**src/rtl/dcache_pkg.sv**
```systemverilog
// Shared types and default geometry for the direct-mapped write-back data cache.
package dcache_pkg;
  localparam int ADDR_W_DEF     = 32;
  localparam int LINES_DEF      = 16;
  localparam int LINE_WORDS_DEF = 4;
  localparam int OFFSET_W       = $clog2(LINE_WORDS_DEF);
  localparam int INDEX_W        = $clog2(LINES_DEF);
  localparam int TAG_W          = ADDR_W_DEF - INDEX_W - OFFSET_W - 2;
  localparam int LINE_W         = 32 * LINE_WORDS_DEF;

  typedef enum logic [1:0] {IDLE, WRITEBACK, ALLOCATE, RESOLVE} state_e;

  function automatic logic [OFFSET_W-1:0] addr_offset(input logic [ADDR_W_DEF-1:0] a);
    return a[OFFSET_W+1:2];
  endfunction

  function automatic logic [INDEX_W-1:0] addr_index(input logic [ADDR_W_DEF-1:0] a);
    return a[OFFSET_W+2 +: INDEX_W];
  endfunction

  function automatic logic [TAG_W-1:0] addr_tag(input logic [ADDR_W_DEF-1:0] a);
    return a[ADDR_W_DEF-1 -: TAG_W];
  endfunction
endpackage

```
**src/rtl/dcache_array.sv**
```systemverilog
// Tag/valid/dirty/data storage: one asynchronous read port, one write port
// (full-line refill or single-word merge) plus a dirty-clear strobe.
module dcache_array #(
  parameter int LINES      = 16,
  parameter int LINE_WORDS = 4,
  parameter int TAG_W      = 24,
  localparam int IW = $clog2(LINES),
  localparam int OW = $clog2(LINE_WORDS),
  localparam int LW = 32 * LINE_WORDS
) (
  input  logic          clk_i,
  input  logic          rst_i,
  input  logic [IW-1:0] idx_i,
  input  logic [OW-1:0] off_i,
  input  logic [TAG_W-1:0] tag_i,
  input  logic          line_we_i,
  input  logic [LW-1:0] line_i,
  input  logic          word_we_i,
  input  logic [31:0]   word_i,
  input  logic          clr_dirty_i,
  output logic          valid_o,
  output logic          dirty_o,
  output logic [TAG_W-1:0] tag_o,
  output logic [LW-1:0] line_o
);
  logic [LINES-1:0] valid_q, dirty_q;
  logic [TAG_W-1:0] tag_q  [LINES];
  logic [LW-1:0]    data_q [LINES];

  always_ff @(posedge clk_i) begin
    if (rst_i) begin
      valid_q <= '0;
      dirty_q <= '0;
    end else begin
      if (line_we_i) begin
        valid_q[idx_i] <= 1'b1;
        dirty_q[idx_i] <= 1'b0;
      end
      if (word_we_i)   dirty_q[idx_i] <= 1'b1;
      if (clr_dirty_i) dirty_q[idx_i] <= 1'b0;
    end
  end

  // Payload storage is deliberately left unreset; valid bits gate its use.
  always_ff @(posedge clk_i) begin
    if (line_we_i) begin
      tag_q[idx_i]  <= tag_i;
      data_q[idx_i] <= line_i;
    end else if (word_we_i) begin
      data_q[idx_i][{off_i, 5'd0} +: 32] <= word_i;
    end
  end

  assign valid_o = valid_q[idx_i];
  assign dirty_o = dirty_q[idx_i];
  assign tag_o   = tag_q[idx_i];
  assign line_o  = data_q[idx_i];
endmodule

```
**src/rtl/dcache_ctrl.sv**
```systemverilog
// Direct-mapped write-back/write-allocate D-cache controller: hit logic and miss FSM.
// Optional DCACHE_STATS_EN adds hit/miss/write-back event counters.
module dcache_ctrl
  import dcache_pkg::*;
#(
  parameter int ADDR_W     = ADDR_W_DEF,
  parameter int LINES      = LINES_DEF,
  parameter int LINE_WORDS = LINE_WORDS_DEF,
  localparam int OW = $clog2(LINE_WORDS),
  localparam int IW = $clog2(LINES),
  localparam int TW = ADDR_W - IW - OW - 2,
  localparam int LW = 32 * LINE_WORDS
) (
  input  logic              clk_i,
  input  logic              rst_i,
  input  logic              cpu_req_i,
  input  logic              cpu_we_i,
  input  logic [ADDR_W-1:0] cpu_addr_i,
  input  logic [31:0]       cpu_wdata_i,
  output logic [31:0]       cpu_rdata_o,
  output logic              cpu_stall_o,
  output logic              mem_req_o,
  output logic              mem_we_o,
  output logic [ADDR_W-1:0] mem_addr_o,
  output logic [LW-1:0]     mem_wdata_o,
  input  logic [LW-1:0]     mem_rdata_i,
  input  logic              mem_ack_i
`ifdef DCACHE_STATS_EN
  ,
  output logic [31:0]       stat_hit_o,
  output logic [31:0]       stat_miss_o,
  output logic [31:0]       stat_wb_o
`endif
);
  state_e state_q, state_d;
  logic              mem_req_q, mem_req_d, mem_we_q, mem_we_d;
  logic [ADDR_W-1:0] mem_addr_q, mem_addr_d;
  logic [LW-1:0]     mem_wdata_q, mem_wdata_d;

  logic [OW-1:0] off;
  logic [IW-1:0] idx;
  logic [TW-1:0] tag;
  logic          arr_valid, arr_dirty, line_we, word_we, clr_dirty, hit, ack;
  logic [TW-1:0] arr_tag;
  logic [LW-1:0] arr_line;
  logic [31:0]   rd_word;
  logic          unused_addr_lsb;

  assign off = cpu_addr_i[OW+1:2];
  assign idx = cpu_addr_i[OW+2 +: IW];
  assign tag = cpu_addr_i[ADDR_W-1 -: TW];
  assign unused_addr_lsb = ^cpu_addr_i[1:0];

  dcache_array #(.LINES(LINES), .LINE_WORDS(LINE_WORDS), .TAG_W(TW)) u_array (
    .clk_i      (clk_i),
    .rst_i      (rst_i),
    .idx_i      (idx),
    .off_i      (off),
    .tag_i      (tag),
    .line_we_i  (line_we),
    .line_i     (mem_rdata_i),
    .word_we_i  (word_we),
    .word_i     (cpu_wdata_i),
    .clr_dirty_i(clr_dirty),
    .valid_o    (arr_valid),
    .dirty_o    (arr_dirty),
    .tag_o      (arr_tag),
    .line_o     (arr_line)
  );

  assign ack     = mem_ack_i & mem_req_q;
  assign hit     = cpu_req_i & arr_valid & (arr_tag == tag);
  assign rd_word = arr_line[{off, 5'd0} +: 32];

  always_comb begin
    state_d     = state_q;
    mem_req_d   = mem_req_q;
    mem_we_d    = mem_we_q;
    mem_addr_d  = mem_addr_q;
    mem_wdata_d = mem_wdata_q;
    cpu_stall_o = 1'b0;
    cpu_rdata_o = '0;
    line_we     = 1'b0;
    word_we     = 1'b0;
    clr_dirty   = 1'b0;
    unique case (state_q)
      IDLE: if (cpu_req_i) begin
        if (hit) begin
          if (cpu_we_i) word_we = 1'b1;
          else          cpu_rdata_o = rd_word;
        end else begin
          cpu_stall_o = 1'b1;
          mem_req_d   = 1'b1;
          if (arr_valid && arr_dirty) begin
            state_d     = WRITEBACK;
            mem_we_d    = 1'b1;
            mem_addr_d  = {arr_tag, idx, {(OW+2){1'b0}}};
            mem_wdata_d = arr_line;
          end else begin
            state_d    = ALLOCATE;
            mem_we_d   = 1'b0;
            mem_addr_d = {tag, idx, {(OW+2){1'b0}}};
          end
        end
      end
      WRITEBACK: begin
        cpu_stall_o = 1'b1;
        if (ack) begin
          clr_dirty  = 1'b1;
          state_d    = ALLOCATE;
          mem_we_d   = 1'b0;
          mem_addr_d = {tag, idx, {(OW+2){1'b0}}};
        end
      end
      ALLOCATE: begin
        cpu_stall_o = 1'b1;
        if (ack) begin
          line_we   = 1'b1;
          mem_req_d = 1'b0;
          state_d   = RESOLVE;
        end
      end
      RESOLVE: begin
        // Line was just refilled, so this access is a hit by construction.
        if (cpu_req_i) begin
          if (cpu_we_i) word_we = 1'b1;
          else          cpu_rdata_o = rd_word;
        end
        state_d = IDLE;
      end
      default: state_d = IDLE;
    endcase
    if (rst_i) begin
      cpu_stall_o = 1'b0;
      cpu_rdata_o = '0;
      line_we     = 1'b0;
      word_we     = 1'b0;
      clr_dirty   = 1'b0;
    end
  end

  always_ff @(posedge clk_i) begin
    if (rst_i) begin
      state_q     <= IDLE;
      mem_req_q   <= 1'b0;
      mem_we_q    <= 1'b0;
      mem_addr_q  <= '0;
      mem_wdata_q <= '0;
    end else begin
      state_q     <= state_d;
      mem_req_q   <= mem_req_d;
      mem_we_q    <= mem_we_d;
      mem_addr_q  <= mem_addr_d;
      mem_wdata_q <= mem_wdata_d;
    end
  end

  assign mem_req_o   = mem_req_q;
  assign mem_we_o    = mem_we_q;
  assign mem_addr_o  = mem_addr_q;
  assign mem_wdata_o = mem_wdata_q;

`ifdef DCACHE_STATS_EN
  logic [31:0] hit_cnt_q, miss_cnt_q, wb_cnt_q;
  always_ff @(posedge clk_i) begin
    if (rst_i) begin
      hit_cnt_q  <= '0;
      miss_cnt_q <= '0;
      wb_cnt_q   <= '0;
    end else begin
      if (state_q == IDLE && hit)                   hit_cnt_q  <= hit_cnt_q + 32'd1;
      if (state_q == IDLE && cpu_req_i && !hit)     miss_cnt_q <= miss_cnt_q + 32'd1;
      if (state_q == WRITEBACK && ack)              wb_cnt_q   <= wb_cnt_q + 32'd1;
    end
  end
  assign stat_hit_o  = hit_cnt_q;
  assign stat_miss_o = miss_cnt_q;
  assign stat_wb_o   = wb_cnt_q;
`endif

  // The CPU must hold its request steady for the whole miss.
  a_req_hold: assert property (@(posedge clk_i) disable iff (rst_i)
    cpu_stall_o |=> (cpu_req_i && $stable(cpu_we_i) && $stable(cpu_addr_i) && $stable(cpu_wdata_i)));
endmodule

```
**config.mk**
```make
export PLATFORM = sky130hd
export DESIGN_NAME = dcache_ctrl
export DESIGN_NICKNAME = d
export VERILOG_FILES = /design/src/rtl/dcache_pkg.sv /design/src/rtl/dcache_array.sv /design/src/rtl/dcache_ctrl.sv
export SDC_FILE = /design/constraint.sdc
export NUM_CORES = 2
export LEC_CHECK = 0
export ABC_AREA = 0
export CAP_MARGIN = 0
export CORE_MARGIN = 1.5
export CORE_UTILIZATION = 55
export DETAILED_ROUTE_END_ITERATION = 8
export PLACE_DENSITY = 0.76
export SLEW_MARGIN = 10
export SYNTH_ARGS = -nofsm -noshare
export SYNTH_HDL_FRONTEND = slang
export SYNTH_SLANG_ARGS = --single-unit
```
**constraint.sdc**
```tcl
create_clock -name clk_i -period 5.9 [get_ports clk_i]
set_input_delay 1.18 -clock clk_i [delete_from_list [all_inputs] [get_ports clk_i]]
set_output_delay 1.18 -clock clk_i [all_outputs]
set_load 0.01 [all_outputs]
```
# == Yosys cells after proc, flatten, opt, wreduce, memory -nomap -nowiden ==
# Memory sizes are Yosys's and may differ from the RTL's.
# Index checks and enable logic that the tools add are counted.
# word_totals
reg_bits,196
ram_bits,2432
in_bits,197
out_inout_bits,195
elab_cells,354
memories,2
# mem_list
memory,words,width,read_ports,rd_ports_with_merged_regs,wr,line_no,rtl
u_array.data_q,16,128,1,0,1,dcache_array.sv:28,logic [LW-1:0] data_q [LINES];
u_array.tag_q,16,24,1,0,1,dcache_array.sv:27,logic [TAG_W-1:0] tag_q [LINES];
# op_classes
n_addsub,1
order_cmp,2
eq_ne,8
shifts,3
n_mux,184
n_bitwise,137
reduce_logical,10
# op_table
cell,count
$mux W32,9
$mux W1,154
$mux W128,1
$or A1 B1 Y1,128
$pmux W32 S2,2
$shift A32 B9 Y128 const A,1
$shiftx A128 B8 Y32,1
$shiftx A32 B9 Y128,1
$mux W16,5
$and A16 B16 Y16,2
$or A16 B16 Y16,2
$eq A24 B24 Y1,1
$not A16 Y16,1
$reduce_and A4 Y1,4
$mux W2,5
$neg A7 Y9,1
$bmux W1 S4,2
$ne A2 B2 Y1 const B,4
$pmux W1 S2,4
$pmux W2 S4,1
$lt A4 B5 Y1 const B,1
$demux W1 S4,1
$eq A2 B2 Y1 const B,2
$ge A4 B1 Y1 const B,1
7 further kinds,11

# == Longest topological paths before layout ==
# logic_depth
ltp_word,13
mapped_depth,18

# == Hierarchy ==
# A second synthesis with hierarchy kept.
# hier_totals
cells_unflattened,4996
area_unflattened_um2,102041.6
# modules_own_cells
module,n_inst,cells_per_inst,area_per_inst_um2,seq_area_each_um2
dcache_array,1,4148,93953.9,73670.7
dcache_ctrl,1,848,8087.8,3203.1

# == Worst setup path after synthesis ==
# OpenSTA, ideal clock, no wires.
# synth_timing
path_type,input -> register
start,input port cpu_addr_i[5]
end,"memory u_array.data_q[10][0] in the netlist's numbering, enable pin"
setup_time_ns,0.421
arrival_time_ns,5.422
required_time_ns,5.479
path_slack_ns,0.057
cell_stages,14
path_buffers,4
path_cell_list,buf_4 -> buf_4 -> mux2_1 -> a222oi_1 -> o221ai_1 -> a21oi_1 -> a32oi_1 -> or4_4 -> nor3_1 -> o2111a_2 -> buf_6 -> a21oi_2 -> buf_2 -> nor2_1
# synth_between
elab_chain_cells,12
word_cells_on_any_way,14
classes_between,eq/ne (1); mux (9); bitwise (3); memory (1)
# synth_rtl
element,line_no,rtl
start: declaration,dcache_ctrl.sv:18,"input logic [ADDR_W-1:0] cpu_addr_i,"
"parallel branches: the longest is 12 deep, another holds $mem_v2 Z16 W24",-,
end: declaration,dcache_array.sv:28,
# Several ways; the timed one is not identified. The select of a mux whose other input is x is not followed.

# == Final worst setup path ==
# layout_timing
start,input port cpu_addr_i[5]
end,output port cpu_stall_o
# layout_between
elab_chain_cells,8
word_cells_on_any_way,10
classes_between,eq/ne (1); mux (6); bitwise (2); memory (1)
# layout_rtl
element,line_no,rtl
"parallel branches: the longest is 3 deep, another holds $mem_v2 Z16 W24",-,
$and A1 B1 Y1 *,dcache_ctrl.sv:72,assign hit = cpu_req_i & arr_valid & (arr_tag == tag);
$mux W1 *,dcache_ctrl.sv:88,if (hit) begin
$mux W1 *,dcache_ctrl.sv:87,IDLE: if (cpu_req_i) begin
$pmux W1 S2 *,dcache_ctrl.sv:86,unique case (state_q)
$mux W1 *,dcache_ctrl.sv:133,if (rst_i) begin
end: declaration,dcache_ctrl.sv:21,"output logic cpu_stall_o,"
# Mark *: on every way between the ends. The select of a mux whose other input is x is not followed.

==> impl_metrics.env <==
export IMPL_power_static_leakage_uw=0.0400
export IMPL_final_max_slew_violation_count=0
export IMPL_vias_per_cell=6.68
export IMPL_dpl_cell_area_mm2=0.115
export IMPL_rr_worst_depth=15
export IMPL_drt_drc_violations_left=0
export IMPL_synth_warning_count=0
export IMPL_worstMarginPinSlew_ps=1250
export IMPL_synth_enable_flop_cells=2432
export IMPL_synth_cell_area_mm2=0.103
export IMPL_cts_clk_slew_worst_paths_ps=60
export IMPL_power_share_combinational=0.079
export IMPL_hold_path_class="register to register"
export IMPL_pre_cts_slack_ps=-500
export IMPL_worst_setup_path_type="primary input to output port"
export IMPL_ios=392
export IMPL_finalWirelength_um=307000
export IMPL_grt_max_degree=124
export IMPL_total_power_uw=40400
export IMPL_cts_buffer_depth=4
export IMPL_detail_route_antenna_nets=0
export IMPL_rows=158
export IMPL_ir_worst_vdd_uv=333
export IMPL_synth_cells=4900
export IMPL_place_detailed_hpwl_um=181000
export IMPL_chipWidth_um=437
export IMPL_period_share=0.988
export IMPL_drv_max_cap_violation_count=0
export IMPL_first_pass_iteration_count_of_the_detailed_router=7
export IMPL_hold_viol_final=0
export IMPL_grt_total_usage=0.322
export IMPL_fin_skew_ps=55.6
export IMPL_finish_net_count=6007
export IMPL_ys_ff_latch=2624
export IMPL_p_switching_uw=8920
export IMPL_clock_tree_from_tritoncts="done"
export IMPL_design_core_area_mm2=0.186
export IMPL_end_kind="output port"
export IMPL_vias=56800
export IMPL_synthDistinctLibCells=71
export IMPL_global_route_wire_length_before_repair_um=426000
export IMPL_post_layout_worst_setup_margin_ps=70.0
export IMPL_clock_root_buffer="sky130_fd_sc_hd__clkbuf_16"
export IMPL_avgRoutedWirePerCell_um=36.1
export IMPL_clk_latency_ps=950
export IMPL_initial_core_util=0.556
export IMPL_timing_critical_path_arrival_ps=4650
export IMPL_stdcell_area_mm2=0.124
export IMPL_p_per_area_mw_per_mm2=325
export IMPL_setup_viol=0
export IMPL_finalCriticalPeriod_ps=5830
export IMPL_htree_num_levels=5
export IMPL_power_report_internal_total_uw=31500
export IMPL_path_max_fanout=10
export IMPL_outcome="complete, no violations"
export IMPL_async_flop_share=0
export IMPL_overflow=0
export IMPL_die_h_um=437
export IMPL_max_clock_freq_mhz=172
export IMPL_grt_setup_unrepaired="yes"
export IMPL_ys_seq_area_frac=0.743
export IMPL_critPathLaunchType="primary input"
export IMPL_worst_hold_path_num_cells=2
export IMPL_drive_above_1_share=0.303
export IMPL_finalWeightedCongestion=0.878
export IMPL_drt_first_iter_violations=8346
export IMPL_area_growth_pct=20.0
export IMPL_pwr_share_seq=0.508
export IMPL_grt_pass1_vias=56600
export IMPL_p_sw_frac=0.221
export IMPL_slew_limit_headroom=0.167
export IMPL_worst_path_required_time_ps=4720
export IMPL_cts_inserted_buffers=277
export IMPL_clock_sinks=2624
export IMPL_synth_area_per_cell_um2=21.1
export IMPL_place_port_buffers=385
export IMPL_grt_antenna_before_repair=33
export IMPL_clockPowerShare=0.413
export IMPL_synth_flop_cell="sky130_fd_sc_hd__edfxtp_1"
export IMPL_die_area_mm2=0.191
==> metrics by stage <==
| step | hold slack (ps) | std cells | TNS (ps) | utilization |
|---|---|---|---|---|
| floorplan | 440 | 4903 | 0 | - |
| global placement | 451 | 7990 | -31330 | 0.620 |
| detailed placement | 453 | 7991 | -12740 | 0.620 |
| CTS | 466 | 8471 | 0 | 0.667 |
| global route | 504 | 8478 | -24.6 | 0.667 |
| finish | 466 | 8500 | 0 | 0.667 |
==> registers in the layout, summed over array words and instances, names as in the netlist <==
| register | flops |
|---|---|
| u_array.valid_q | 16 |
| mem_req_o | 1 |
| state_q | 2 |
| u_array.tag_q | 384 |
| u_array.data_q | 2048 |
| mem_wdata_o | 128 |
| u_array.dirty_q | 16 |
| mem_addr_o | 28 |
| mem_we_o | 1 |
==> kinds of logic after synthesis <==
| family | Yosys count | share of synthesized area |
|---|---|---|
| AO/OA/AOI/OAI | 307 | 0.0228 |
| multiplexers | 1049 | 0.192 |
| adder cells (fa/ha/maj) | 10 | 0.00121 |
| AND/OR/NAND/NOR | 514 | 0.0225 |
| flip-flops | 2624 | 0.743 |
| XOR/XNOR | 20 | 0.00169 |
| buffers and inverters | 375 | 0.0168 |
| other | 1 | 0.0000363 |
==> metal layers <==
layer  routed length (µm)  up-vias  global-route usage
met4                26800       14               0.248
met5                   87        -                   0
li1                     -    22200                   -
met3                32500      892              0.0728
met1                97500    29400               0.381
met2               150000     4318               0.514
==> worst max-delay path, stage by stage <==
cell and delay [ps]:
sky130_fd_sc_hd__bufbuf_16 270, sky130_fd_sc_hd__buf_4 170, sky130_fd_sc_hd__and2_1 210, sky130_fd_sc_hd__buf_4 210, sky130_fd_sc_hd__a22oi_1 210, sky130_fd_sc_hd__nand2_2 140
sky130_fd_sc_hd__a22o_1 200, sky130_fd_sc_hd__o31a_1 290, sky130_fd_sc_hd__or4_4 590, sky130_fd_sc_hd__buf_4 170, sky130_fd_sc_hd__o31ai_4 270, sky130_fd_sc_hd__nor2_1 60
sky130_fd_sc_hd__nor2_1 110, sky130_fd_sc_hd__nor3_1 60, sky130_fd_sc_hd__buf_4 200, sky130_fd_sc_hd__dlygate4sd2_1 290
==> power groups by stage <==
stage / Sequential, µW / Clock (µW) / Combinational [µW]
5_1_grt: 20500 / 17500 / 3280
3_3_place_gp: 20900 / 0 / 3030
3_5_place_dp: 20900 / 0 / 3090
2_1_floorplan: 21000 / 0 / 1460
4_1_cts: 20500 / 16800 / 3140
6_report: 20500 / 16700 / 3180
==> final cells by class <==
class	instances	area, µm²
antenna	28	70.1
clock buffer	369	7600
clock inverter	102	887
fill	11100	61900
inverter	77	297
multi-input combinational	1904	25500
sequential	2624	76900
tap	2480	3100
timing repair buffer	916	9780
==> what timing repair did <==
| item | in CTS | in global routing |
|---|---|---|
| buffers inserted | 7 | 0 |
| endpoints found under the setup margin | 33 | 33 |
| gates cloned | 2 | 0 |
| gates resized for setup | 57 | 66 |
| pin swaps | 10 | 2 |
| hold buffers | 0 | 0 |
==> cells in the final DEF, fill, tap and decap left out, types with 10 or more instances in the layout <==
master,instances
sky130_fd_sc_hd__o21ai_0,31
sky130_fd_sc_hd__clkbuf_1,68
sky130_fd_sc_hd__mux2_2,20
sky130_fd_sc_hd__clkdlybuf4s50_1,346
sky130_fd_sc_hd__a22oi_1,29
sky130_fd_sc_hd__a22o_1,102
sky130_fd_sc_hd__buf_4,366
sky130_fd_sc_hd__nor2_1,192
sky130_fd_sc_hd__bufinv_16,14
sky130_fd_sc_hd__dfxtp_1,192
sky130_fd_sc_hd__nor2b_1,67
sky130_fd_sc_hd__buf_12,156
sky130_fd_sc_hd__a211oi_1,44
sky130_fd_sc_hd__nor2_4,69
sky130_fd_sc_hd__clkbuf_8,18
sky130_fd_sc_hd__clkinv_1,45
sky130_fd_sc_hd__mux2i_1,281
sky130_fd_sc_hd__clkinv_2,28
sky130_fd_sc_hd__o22ai_1,11
sky130_fd_sc_hd__nor3_1,18
sky130_fd_sc_hd__nand2_1,104
sky130_fd_sc_hd__inv_1,63
sky130_fd_sc_hd__edfxtp_1,2432
sky130_fd_sc_hd__diode_2,28
sky130_fd_sc_hd__xnor2_1,15
sky130_fd_sc_hd__clkbuf_16,284
sky130_fd_sc_hd__mux4_2,743
sky130_fd_sc_hd__ha_1,10
sky130_fd_sc_hd__clkbuf_2,29
sky130_fd_sc_hd__a21oi_1,24
==> cell usage after synthesis (27+ instances only) <==
cell type                  instances  area share
sky130_fd_sc_hd__a211oi_1         44      0.0032
sky130_fd_sc_hd__a21oi_1          27      0.0013
sky130_fd_sc_hd__a22o_1          102      0.0086
sky130_fd_sc_hd__a22oi_1          31      0.0023
sky130_fd_sc_hd__buf_2            91      0.0044
sky130_fd_sc_hd__clkbuf_1        150      0.0054
sky130_fd_sc_hd__dfxtp_1         192       0.037
sky130_fd_sc_hd__edfxtp_1       2432        0.71
sky130_fd_sc_hd__inv_1            75      0.0027
sky130_fd_sc_hd__mux2i_1         284       0.027
sky130_fd_sc_hd__mux4_2          743        0.16
sky130_fd_sc_hd__nand2_1         105      0.0038
sky130_fd_sc_hd__nor2_1          261      0.0095
sky130_fd_sc_hd__nor2b_1          71      0.0043
sky130_fd_sc_hd__o21ai_0          32      0.0015
==> final timing paths <==
check,start,endpoint,slack (ps)
max,cpu_addr_i[5],cpu_stall_o,70
min,u_array.valid_q[12]$_SDFFE_PP0P_,u_array.valid_q[12]$_SDFFE_PP0P_,470
max reg2reg,u_array.tag_q[15][11]$_DFFE_PP_,mem_wdata_o[46]$_SDFFE_PP0P_,1380
min reg2reg,u_array.valid_q[12]$_SDFFE_PP0P_,u_array.valid_q[12]$_SDFFE_PP0P_,470
No activity file was read; power rests on OpenSTA's default activity.
